<file path="config.mk">
export PLATFORM = sky130hd
export DESIGN_NAME = ddr2_port_arbiter_flat
export DESIGN_NICKNAME = d
export VERILOG_FILES = /design/src/rtl/ddr2_port_arbiter_if.sv /design/src/rtl/ddr2_port_arbiter.sv /design/src/flat_wrapper.sv
export SDC_FILE = /design/constraint.sdc
export NUM_CORES = 1
export LEC_CHECK = 0
export BUFFER_PORTS_ARGS = -buffer_cell sky130_fd_sc_hd__buf_2
export CAP_MARGIN = 20
export CORE_MARGIN = 2
export CORE_UTILIZATION = 36
export DETAILED_ROUTE_END_ITERATION = 6
export GPL_ROUTABILITY_DRIVEN = 1
export PLACE_DENSITY_LB_ADDON = 0.12
export SETUP_SLACK_MARGIN = 0.4
export SYNTH_ARGS = -nofsm -noshare
export SYNTH_HDL_FRONTEND = slang
export SYNTH_SLANG_ARGS = --single-unit
export TNS_END_PERCENT = 10
</file>
<file path="constraint.sdc">
create_clock -name clk -period 3.55 [get_ports clk]
set_clock_uncertainty 0.15 [all_clocks]
set_input_delay 0.71 -clock clk [delete_from_list [all_inputs] [get_ports clk]]
set_output_delay 0.71 -clock clk [all_outputs]
set_load 0.02 [all_outputs]
</file>
<file path="src/rtl/ddr2_port_arbiter_if.sv">
// rtl/ddr2_port_arbiter_if.sv - requester, controller and status signals around the DDR2 port arbiter
// The master modport is the arbiter; the slave modport is the requesters plus the memory controller.
interface ddr2_port_arbiter_if;
    logic        phy_init_done;
    logic        app_af_afull;
    logic        app_wdf_afull;

    logic        p0_req;
    logic        p0_wr;
    logic [30:0] p0_addr;
    logic        p0_ack;
    logic        p0_wdata_rden;
    logic [31:0] p0_wdata;

    logic        p1_req;
    logic        p1_wr;
    logic [30:0] p1_addr;
    logic        p1_ack;
    logic        p1_wdata_rden;
    logic [31:0] p1_wdata;

    logic        app_af_wren;
    logic [2:0]  app_af_cmd;
    logic [30:0] app_af_addr;
    logic        app_wdf_wren;
    logic [31:0] app_wdf_data;
    logic [3:0]  app_wdf_mask_data;

    modport master (
        input  phy_init_done, app_af_afull, app_wdf_afull,
        input  p0_req, p0_wr, p0_addr, p0_wdata,
        input  p1_req, p1_wr, p1_addr, p1_wdata,
        output p0_ack, p0_wdata_rden, p1_ack, p1_wdata_rden,
        output app_af_wren, app_af_cmd, app_af_addr,
        output app_wdf_wren, app_wdf_data, app_wdf_mask_data
    );

    modport slave (
        output phy_init_done, app_af_afull, app_wdf_afull,
        output p0_req, p0_wr, p0_addr, p0_wdata,
        output p1_req, p1_wr, p1_addr, p1_wdata,
        input  p0_ack, p0_wdata_rden, p1_ack, p1_wdata_rden,
        input  app_af_wren, app_af_cmd, app_af_addr,
        input  app_wdf_wren, app_wdf_data, app_wdf_mask_data
    );
endinterface

</file>
<file path="src/rtl/ddr2_port_arbiter.sv">
// rtl/ddr2_port_arbiter.sv - two-port round-robin burst arbiter in front of a DDR2 controller app interface
// Every output is a register loaded with the value computed for the state being entered.
module ddr2_port_arbiter #(
    parameter int MAX_HOLD = 4
) (
    input  logic                    clk,
    input  logic                    reset_n,
    ddr2_port_arbiter_if.master     bus
);
    localparam logic [3:0] HOLD_MAX = 4'(MAX_HOLD);

    typedef enum logic [2:0] {IDLE, WR0, WR1, WR2, RD} state_t;

    state_t      state, state_nx;
    logic        last, last_nx;
    logic [3:0]  hold_cnt, hold_nx;
    logic        sel, sel_nx;
    logic [30:0] addr_l, addr_nx;

    logic [1:0]  ack_q, ack_nx;
    logic [1:0]  rden_q, rden_nx;
    logic        af_wren_q, af_wren_nx;
    logic [2:0]  af_cmd_q, af_cmd_nx;
    logic [30:0] af_addr_q, af_addr_nx;
    logic        wdf_wren_q, wdf_wren_nx;
    logic [31:0] wdf_data_q, wdf_data_nx;

    logic        elig0, elig1, win, win_wr;
    logic [30:0] win_addr;
    logic [31:0] sel_wdata;

    always_ff @(posedge clk or negedge reset_n) begin
        if (!reset_n) begin
            state      <= IDLE;
            last       <= 1'b1;
            hold_cnt   <= 4'd0;
            sel        <= 1'b0;
            addr_l     <= 31'd0;
            ack_q      <= 2'b00;
            rden_q     <= 2'b00;
            af_wren_q  <= 1'b0;
            af_cmd_q   <= 3'd0;
            af_addr_q  <= 31'd0;
            wdf_wren_q <= 1'b0;
            wdf_data_q <= 32'd0;
        end else begin
            state      <= state_nx;
            last       <= last_nx;
            hold_cnt   <= hold_nx;
            sel        <= sel_nx;
            addr_l     <= addr_nx;
            ack_q      <= ack_nx;
            rden_q     <= rden_nx;
            af_wren_q  <= af_wren_nx;
            af_cmd_q   <= af_cmd_nx;
            af_addr_q  <= af_addr_nx;
            wdf_wren_q <= wdf_wren_nx;
            wdf_data_q <= wdf_data_nx;
        end
    end

    always_comb begin
        elig0 = bus.p0_req && bus.phy_init_done && !bus.app_af_afull && !(bus.p0_wr && bus.app_wdf_afull);
        elig1 = bus.p1_req && bus.phy_init_done && !bus.app_af_afull && !(bus.p1_wr && bus.app_wdf_afull);
        // With both eligible the previous winner keeps the grant until its hold budget runs out.
        if (elig0 && elig1)
            win = (hold_cnt < HOLD_MAX) ? last : !last;
        else
            win = elig1;
        win_wr    = win ? bus.p1_wr   : bus.p0_wr;
        win_addr  = win ? bus.p1_addr : bus.p0_addr;
        sel_wdata = sel ? bus.p1_wdata : bus.p0_wdata;

        state_nx    = state;
        last_nx     = last;
        hold_nx     = hold_cnt;
        sel_nx      = sel;
        addr_nx     = addr_l;
        ack_nx      = 2'b00;
        rden_nx     = 2'b00;
        af_wren_nx  = 1'b0;
        af_cmd_nx   = 3'd0;
        af_addr_nx  = 31'd0;
        wdf_wren_nx = 1'b0;
        wdf_data_nx = wdf_data_q;

        case (state)
            IDLE: begin
                if (elig0 || elig1) begin
                    sel_nx  = win;
                    addr_nx = win_addr;
                    if (win == last) begin
                        hold_nx = (hold_cnt < HOLD_MAX) ? hold_cnt + 4'd1 : hold_cnt;
                    end else begin
                        hold_nx = 4'd1;
                        last_nx = win;
                    end
                    if (win_wr) begin
                        state_nx     = WR0;
                        rden_nx[win] = 1'b1;
                    end else begin
                        state_nx    = RD;
                        af_wren_nx  = 1'b1;
                        af_cmd_nx   = 3'b001;
                        af_addr_nx  = win_addr;
                        ack_nx[win] = 1'b1;
                    end
                end else begin
                    hold_nx = 4'd0;
                end
            end
            WR0: begin
                state_nx     = WR1;
                rden_nx[sel] = 1'b1;
            end
            WR1: begin
                // Word0 appears on the port FIFO output the cycle after the WR0 strobe.
                state_nx    = WR2;
                wdf_data_nx = sel_wdata;
                wdf_wren_nx = 1'b1;
                af_wren_nx  = 1'b1;
                af_cmd_nx   = 3'b000;
                af_addr_nx  = addr_l;
                ack_nx[sel] = 1'b1;
            end
            WR2: begin
                state_nx    = IDLE;
                wdf_data_nx = sel_wdata;
                wdf_wren_nx = 1'b1;
            end
            RD: begin
                state_nx = IDLE;
            end
            default: begin
                state_nx = IDLE;
            end
        endcase
    end

    assign bus.p0_ack            = ack_q[0];
    assign bus.p1_ack            = ack_q[1];
    assign bus.p0_wdata_rden     = rden_q[0];
    assign bus.p1_wdata_rden     = rden_q[1];
    assign bus.app_af_wren       = af_wren_q;
    assign bus.app_af_cmd        = af_cmd_q;
    assign bus.app_af_addr       = af_addr_q;
    assign bus.app_wdf_wren      = wdf_wren_q;
    assign bus.app_wdf_data      = wdf_data_q;
    assign bus.app_wdf_mask_data = 4'b0000;
endmodule

</file>
<file path="src/flat_wrapper.sv">
// flat-port wrapper written by rule: the top's interface ports become plain ports
module ddr2_port_arbiter_flat 
#(
    parameter int MAX_HOLD = 4
)
  (clk, reset_n, bus_phy_init_done, bus_app_af_afull, bus_app_wdf_afull, bus_p0_req, bus_p0_wr, bus_p0_addr, bus_p0_wdata, bus_p1_req, bus_p1_wr, bus_p1_addr, bus_p1_wdata, bus_p0_ack, bus_p0_wdata_rden, bus_p1_ack, bus_p1_wdata_rden, bus_app_af_wren, bus_app_af_cmd, bus_app_af_addr, bus_app_wdf_wren, bus_app_wdf_data, bus_app_wdf_mask_data);
  ddr2_port_arbiter_if bus_i ();
  input  logic clk;
  input  logic reset_n;
  input wire logic [$bits(bus_i.phy_init_done)-1:0] bus_phy_init_done;
  input wire logic [$bits(bus_i.app_af_afull)-1:0] bus_app_af_afull;
  input wire logic [$bits(bus_i.app_wdf_afull)-1:0] bus_app_wdf_afull;
  input wire logic [$bits(bus_i.p0_req)-1:0] bus_p0_req;
  input wire logic [$bits(bus_i.p0_wr)-1:0] bus_p0_wr;
  input wire logic [$bits(bus_i.p0_addr)-1:0] bus_p0_addr;
  input wire logic [$bits(bus_i.p0_wdata)-1:0] bus_p0_wdata;
  input wire logic [$bits(bus_i.p1_req)-1:0] bus_p1_req;
  input wire logic [$bits(bus_i.p1_wr)-1:0] bus_p1_wr;
  input wire logic [$bits(bus_i.p1_addr)-1:0] bus_p1_addr;
  input wire logic [$bits(bus_i.p1_wdata)-1:0] bus_p1_wdata;
  output wire logic [$bits(bus_i.p0_ack)-1:0] bus_p0_ack;
  output wire logic [$bits(bus_i.p0_wdata_rden)-1:0] bus_p0_wdata_rden;
  output wire logic [$bits(bus_i.p1_ack)-1:0] bus_p1_ack;
  output wire logic [$bits(bus_i.p1_wdata_rden)-1:0] bus_p1_wdata_rden;
  output wire logic [$bits(bus_i.app_af_wren)-1:0] bus_app_af_wren;
  output wire logic [$bits(bus_i.app_af_cmd)-1:0] bus_app_af_cmd;
  output wire logic [$bits(bus_i.app_af_addr)-1:0] bus_app_af_addr;
  output wire logic [$bits(bus_i.app_wdf_wren)-1:0] bus_app_wdf_wren;
  output wire logic [$bits(bus_i.app_wdf_data)-1:0] bus_app_wdf_data;
  output wire logic [$bits(bus_i.app_wdf_mask_data)-1:0] bus_app_wdf_mask_data;
  assign bus_i.phy_init_done = bus_phy_init_done;
  assign bus_i.app_af_afull = bus_app_af_afull;
  assign bus_i.app_wdf_afull = bus_app_wdf_afull;
  assign bus_i.p0_req = bus_p0_req;
  assign bus_i.p0_wr = bus_p0_wr;
  assign bus_i.p0_addr = bus_p0_addr;
  assign bus_i.p0_wdata = bus_p0_wdata;
  assign bus_i.p1_req = bus_p1_req;
  assign bus_i.p1_wr = bus_p1_wr;
  assign bus_i.p1_addr = bus_p1_addr;
  assign bus_i.p1_wdata = bus_p1_wdata;
  assign bus_p0_ack = bus_i.p0_ack;
  assign bus_p0_wdata_rden = bus_i.p0_wdata_rden;
  assign bus_p1_ack = bus_i.p1_ack;
  assign bus_p1_wdata_rden = bus_i.p1_wdata_rden;
  assign bus_app_af_wren = bus_i.app_af_wren;
  assign bus_app_af_cmd = bus_i.app_af_cmd;
  assign bus_app_af_addr = bus_i.app_af_addr;
  assign bus_app_wdf_wren = bus_i.app_wdf_wren;
  assign bus_app_wdf_data = bus_i.app_wdf_data;
  assign bus_app_wdf_mask_data = bus_i.app_wdf_mask_data;
  ddr2_port_arbiter #(.MAX_HOLD(MAX_HOLD)) u_core (.clk(clk), .reset_n(reset_n), .bus(bus_i));
endmodule
</file>
==> results of run 1 <==
## state kept, by name (all words and copies together) (netlist names)
signal	count
u_core.rden_q	2
u_core.state	3
u_core.sel	1
u_core.bus.app_af_wren	1
u_core.bus.app_af_addr	31
u_core.addr_l	31
u_core.last	1
u_core.bus.app_af_cmd	1
u_core.hold_cnt	4
u_core.bus.app_wdf_wren	1
u_core.bus.app_wdf_data	32
u_core.ack_q	2
## logic make-up after synthesis
group           share of synthesized area [%]
compound gates                           25.6
buf+inv                                  5.41
xor+xnor                                0.152
flops                                    47.9
fa+ha+maj                               0.217
simple gates                             12.7
other cells                            0.0652
mux                                      8.00
## cell usage in the layout (no fill, tap or decap), types with 3 or more instances in the layout
cell	instances
a311oi_1	16
a32oi_1	19
nor2_1	4
and2_1	3
inv_1	4
and2b_1	3
a22oi_2	10
mux2i_1	46
nor2_2	3
a21oi_1	19
o22ai_1	13
a2bb2oi_1	13
dfrtp_1	108
nand2_1	57
a31oi_1	18
nand2b_1	3
nor2b_1	26
nor3_1	4
clkbuf_16	9
o21ai_0	51
a22oi_1	24
nand3_1	20
conb_1	6
o21ai_1	13
buf_4	18
buf_2	203
## critical path, cell delays in order
cell     delay, ns
buf_2         0.22
or4_4         0.61
nor4b_4       0.70
a22oi_1       0.16
o22ai_1       0.19
## worst paths after layout
check / end / start / slack [ns] / cells past startpoint
worst max-delay path: u_core.bus.app_af_addr[3] / bus_p0_wr / 1.04 / 5
worst min register to register: u_core.bus.app_wdf_data[27] / u_core.bus.app_wdf_data[27] / 0.33 / 2
worst min-delay path: u_core.bus.app_wdf_data[27] / u_core.bus.app_wdf_data[27] / 0.33 / 2
min in group asynchronous: u_core.bus.app_wdf_wren / reset_n / 0.37 / 1
max in group asynchronous: u_core.bus.app_wdf_data[3] / reset_n / 1.99 / 2
worst max register to register: u_core.bus.app_af_addr[5] / u_core.last / 1.07 / 5
## where the power goes
group	leakage [nW]	total [W]	switching, W	internal (W)
clock	0.133	0.000944	0.000450	0.000493
combinational	1.84	0.00253	0.00156	0.000970
sequential	1.36	0.00221	0.000396	0.00181
## per-layer routing
metal | vias to the layer above | track usage, % | routed length (um)
li1 | 2502 | - | -
met1 | 2553 | 25.7 | 7700
met2 | 240 | 33.8 | 8580
met3 | 22 | 3.42 | 1290
met4 | 0 | 7.51 | 308
met5 | - | 0 | 0
## cell type report
cell class	instances	share of cell area (%)
Tap cell	216	3.74
Clock inverter	3	0.260
Timing Repair Buffer	222	16.2
Sequential cell	110	38.2
Inverter	4	0.208
Multi-Input combinational cell	407	38.0
Clock buffer	12	3.42
## stage by stage
stage          std cells  instance area (um^2)  hold slack, ns
3_5_place_dp         959                  6950           0.320
2_1_floorplan        581                  5770           0.264
5_1_grt              974                  7220           0.354
6_report             974                  7220           0.331
4_1_cts              974                  7220           0.337
3_3_place_gp         959                  6950           0.308
==> results.md, run 1 <==
- Status: completed
- Die Area: 17,000 um^2
- Clock Sinks: 110
- Setup TNS Final: 0 ns
- Final GP Congestion: 0.850
- Layout cell share with drive strength beyond 1: 34.4%
- Post-synth top area share: 47.4%
- Die X-Extent: 130 um
- Multi-input logic area: 2740 um^2
- Drc violations: 0
- Maximum vdd ir drop: 0.316 mV
- Latest clock arrival within the worst-skew pair: 0.35 ns
- CTS root buf: clkbuf_16
- Worst setup EP type: flop
- Area grow syn2layout: 25.4%
- Crit path time final: 2.51 ns
- Setup bufs post-CTS: 0
- CTS Hold Bufs: 0
- Port Buf Inserts: 204
- DRT iter0 DRCs: 339
- Worst EP required: 3.65 ns
- Worst hold path class: reg2reg
- Primary FF master, synth: dfrtp_1
- DRT Pass-1 Iters: 5
- Startpoint types: input port
- Antenna Nets Post-Route: 0
- First-pass GRT wire length: 26.5 mm
- GRT overflow: 0
- Final total power: 0.00568 W
- I/O pin total: 211
- Mapped Avg Cell Area: 9.99 um^2
- Via count: 5,317
- Leakage power: 3.34 nW
- Max-slew headroom: 33.0%
- Clk slew on worst S/H paths: 0.07 ns
- Drt wl/cell: 18.4 um
- Rows: 46
- Post-route setup slack: 1.04 ns
- Dpl hpwl: 12.3 mm
- PwrDens: 787 nW/um^2
- Largest net degree at the start of global routing: 77
- Commonest cells in the netlist: dfrtp_1, nand2_1, o21ai_0, mux2i_1, nor2b_1
- Max frequency: 399 MHz
- Die Y: 130 um
- Crit path max fanout: 18
- Bufs on Longest Clock Path: 2
- Cell variety after synth: 55
- Max Cap Viol: 0
- Register area: 2760 um^2
- CP arrival: 2.60 ns
- Final setup fails: 0
- Nets: 890
- Vias in the first global route: 5,117
- GRT Overall Usage: 20.0%
- Num CTS Buffers: 9
- Via/cell ratio: 5.46
- Fin util: 45.8%
- RSZ-0062 raised after global routing: false
- Cell count after synthesis: 576
- Final Hold Fails: 0
- Top-count cell post-synth: dfrtp_1
- Ys async rst share: 100%
- Number of diodes: 0
- Final WL: 17.9 mm
- Max-slew violations: 0
- CTS tree: yes
- Period utilization: 70.6%
- Worst Setup Path Type: in2reg
- Core Footprint: 15,800 um^2
- Post-synth EDFFs: 0
- Initial antenna violation count: 0
- Largest cells by area after synthesis: dfrtp_1, mux2i_1, o21ai_0
- Setup WS pre-CTS: 0.726 ns
- Yosys reg bits: 110
- Mapped cell area: 5750 um^2
- Initial Util: 36.5%
- Sequential share of the synthesized area: 47.9%
- Synth area leader: dfrtp_1
- Quantity of gates resized following cts: 0
- CTS H-tree depth: 3
- Ys Warns: 0
- Fillers: 1,572
- Worst-Margin Slew: 1.00 ns
Power figures use the tool's default switching activity.
==> inputs of run 2 (changes only) <==
ABC_AREA = 1   (was not set)
clock period = 2.3 ns   (was 3.55 ns; I/O delays follow)
==> results.md, run 2 <==
- Max-slew headroom: 57.2%
- Worst EP required: 2.37 ns
- Final Hold Fails: 0
- PwrDens: 1220 nW/um^2
- Hold slack: 0.201 ns
- Synth area leader: dfrtp_1
- Cell variety after synth: 28
- Setup WS pre-CTS: 0.135 ns
- Most frequent cells in the layout: buf_2, nand2_1, dfrtp_1
- DP Area: 6100 um^2
- Antenna Nets Post-Route: 0
- Highest cell delay on the worst timing path: 0.56 ns
- Largest net degree at the start of global routing: 36
- Top-count cell post-synth: nand2_1
- Die Area: 14,500 um^2
- Sequential share of the synthesized area: 56.3%
- Commonest cells in the netlist: nand2_1, dfrtp_1, a21oi_1, inv_1, nor2_1
- Crit path time final: 1.86 ns
- Drc violations: 0
- Latest clock arrival within the worst-skew pair: 0.35 ns
- I/O pin total: 211
- Worst-Margin Slew: 0.641 ns
- Commonest non-fill, non-tap cell in the layout: buf_2
- R2R cell count: 9
- CTS H-tree depth: 3
- R2R setup slack: 0.44 ns
- Mapped Avg Cell Area: 8.43 um^2
- Final setup fails: 0
- FF-to-FF End: u_core.addr_l[2]
- Crit path max fanout: 7
- Cell count after synthesis: 580
- Max Cap Viol: 0
- Clock Sinks: 110
- Layout cell share with drive strength beyond 1: 32.6%
- Maximum vdd ir drop: 0.506 mV
- Mapped cell area: 4890 um^2
- Register area: 2750 um^2
- Fillers: 1,311
- Initial antenna violation count: 0
- First-pass GRT wire length: 21.0 mm
- Initial Util: 36.9%
- Area grow syn2layout: 33.5%
- Dpl hpwl: 9.73 mm
- Worst Setup Path Type: reg2reg
- Max frequency: 537 MHz
- CTS root buf: clkbuf_16
- RSZ-0062 raised after global routing: true
- Slowest cell on crit path: dfstp_2
- Multi-input logic area: 1790 um^2
- Die Y: 121 um
- DRT iter0 DRCs: 234
- Setup TNS Final: 0 ns
- Post-route setup slack: 0.439 ns
- Ys async rst share: 100%
- Most used cell, CP: nand2_2
- Ys Warns: 0
- Largest cells by area after synthesis: dfrtp_1, nand2_1, a21oi_1
- GRT overflow: 0
- Clk slew on worst S/H paths: 0.07 ns
- Period utilization: 80.9%
- Worst setup path end: u_core.addr_l[2]
- Vias in the first global route: 4,353
- Critical Path, Cell by Cell: inv_2, nand2_2, nand2_2, nand2_4, nand2_8, buf_4, o21ai_1, nor2_1, o21bai_1
- Nets: 920
- Design Area, Final: 6530 um^2
- CTS tree: yes
- Startpoint types: flop
- Final WL: 13.6 mm
- GRT Overall Usage: 18.3%
- Status: completed
- Drt wl/cell: 14.1 um
- Primary FF master, synth: dfrtp_1
- Worst setup EP type: flop
- RR Startpoint: u_core.last
- CP arrival: 1.93 ns
- Yosys reg bits: 110
- Leakage power: 3.48 nW
- Bufs on Longest Clock Path: 2
- Core Footprint: 13,200 um^2
- Num CTS Buffers: 9
- Die X-Extent: 121 um
- DRT Pass-1 Iters: 5
- Worst hold path class: in2reg
- Via/cell ratio: 4.68
- Number of diodes: 0
- Worst Setup SP: u_core.last
- Post-synth EDFFs: 0
- Via count: 4,514
- Port Buf Inserts: 204
- Final GP Congestion: 0.810
- Max reg flops: 32
- Max-slew violations: 0
- Rows: 42
- Fin util: 49.3%
- Post-synth top area share: 55.8%
[run 2: cell types whose count changed in the layout (fill, tap and decap cells not counted), moves of 18 or more]
cell	before	now
mux2i_1	46	0
a21oi_1	19	79
nor2_1	4	52
a32oi_1	19	0
nand2_1	57	130
a22oi_1	24	0
nor2b_1	26	0
a31oi_1	18	0
inv_1	4	55
[run 2: timing repair]
action                                  4_1_cts  5_1_grt
setup buffers                                 0        2
gates cloned                                  0        2
hold endpoints to repair                     31        0
resized for setup                             1       29
endpoints found under the setup margin        6       65
pin swaps                                     0        9
hold buffers                                  1        0
[run 2: logic make-up after synthesis]
logic type	share of synthesized area [%]
XOR/XNOR	0.179
flip-flops	56.3
other	0.0767
AO/OA/AOI/OAI	18.0
AND/OR/NAND/NOR	16.3
buffers and inverters	8.95
adder cells (fa/ha/maj)	0.256
[run 2: area by class of cell]
type / count / area share, %
well taps: 176 / 3.37
multi-input cells: 378 / 27.4
flip-flops and latches: 110 / 42.2
clock inverters: 5 / 0.920
repair buffers: 224 / 18.9
clock buffers: 10 / 3.66
inverters: 61 / 3.60
[run 2: metal layers]
layer / share of wire (%) / GRT usage, % / vias to the layer above
met5: 0 / 0 / -
met3: 5.9 / 3.87 / 19
li1: - / - / 2250
met4: 1.4 / 6.40 / 0
met1: 42 / 22.8 / 2087
met2: 50 / 31.5 / 158
[run 2: worst max-delay path: cells and delay by family (launching register included)]
family / cells / cell delay (ns)
buffers and inverters: 2 / 0.24
DFF: 1 / 0.56
and+or+nand+nor: 5 / 0.49
AOI/OAI and AO/OA: 2 / 0.29
[run 2: how the worst min path moves through the flow]
| stage | start | endpoint | slack (ns) | depth (start not counted) |
|---|---|---|---|---|
| detailed placement | reset_n | u_core.addr_l[15] | 0.31 | 1 |
| CTS | bus_p1_addr[13] | u_core.addr_l[13] | 0.19 | 3 |
| floorplan | reset_n | u_core.ack_q[0] | 0.01 | 0 |
| finish | bus_p1_addr[13] | u_core.addr_l[13] | 0.20 | 3 |
| global placement | reset_n | u_core.addr_l[15] | 0.31 | 1 |
| global route | bus_p1_wdata[4] | u_core.bus.app_wdf_data[4] | 0.20 | 3 |
[run 2: where the power goes]
group          internal, W  switching (W)  total (W)
Sequential         0.00277       0.000359    0.00313
Combinational      0.00109        0.00219    0.00328
Clock             0.000870       0.000690    0.00156
Total              0.00473        0.00324    0.00798
[run 2: per-stage QoR]
| step | total power, W | cells |
|---|---|---|
| after floorplan | 0.00520 | 585 |
| after global placement | 0.00635 | 944 |
| after detailed placement | 0.00641 | 944 |
| after CTS | 0.00800 | 960 |
| after global routing | 0.00855 | 964 |
| final | 0.00798 | 964 |
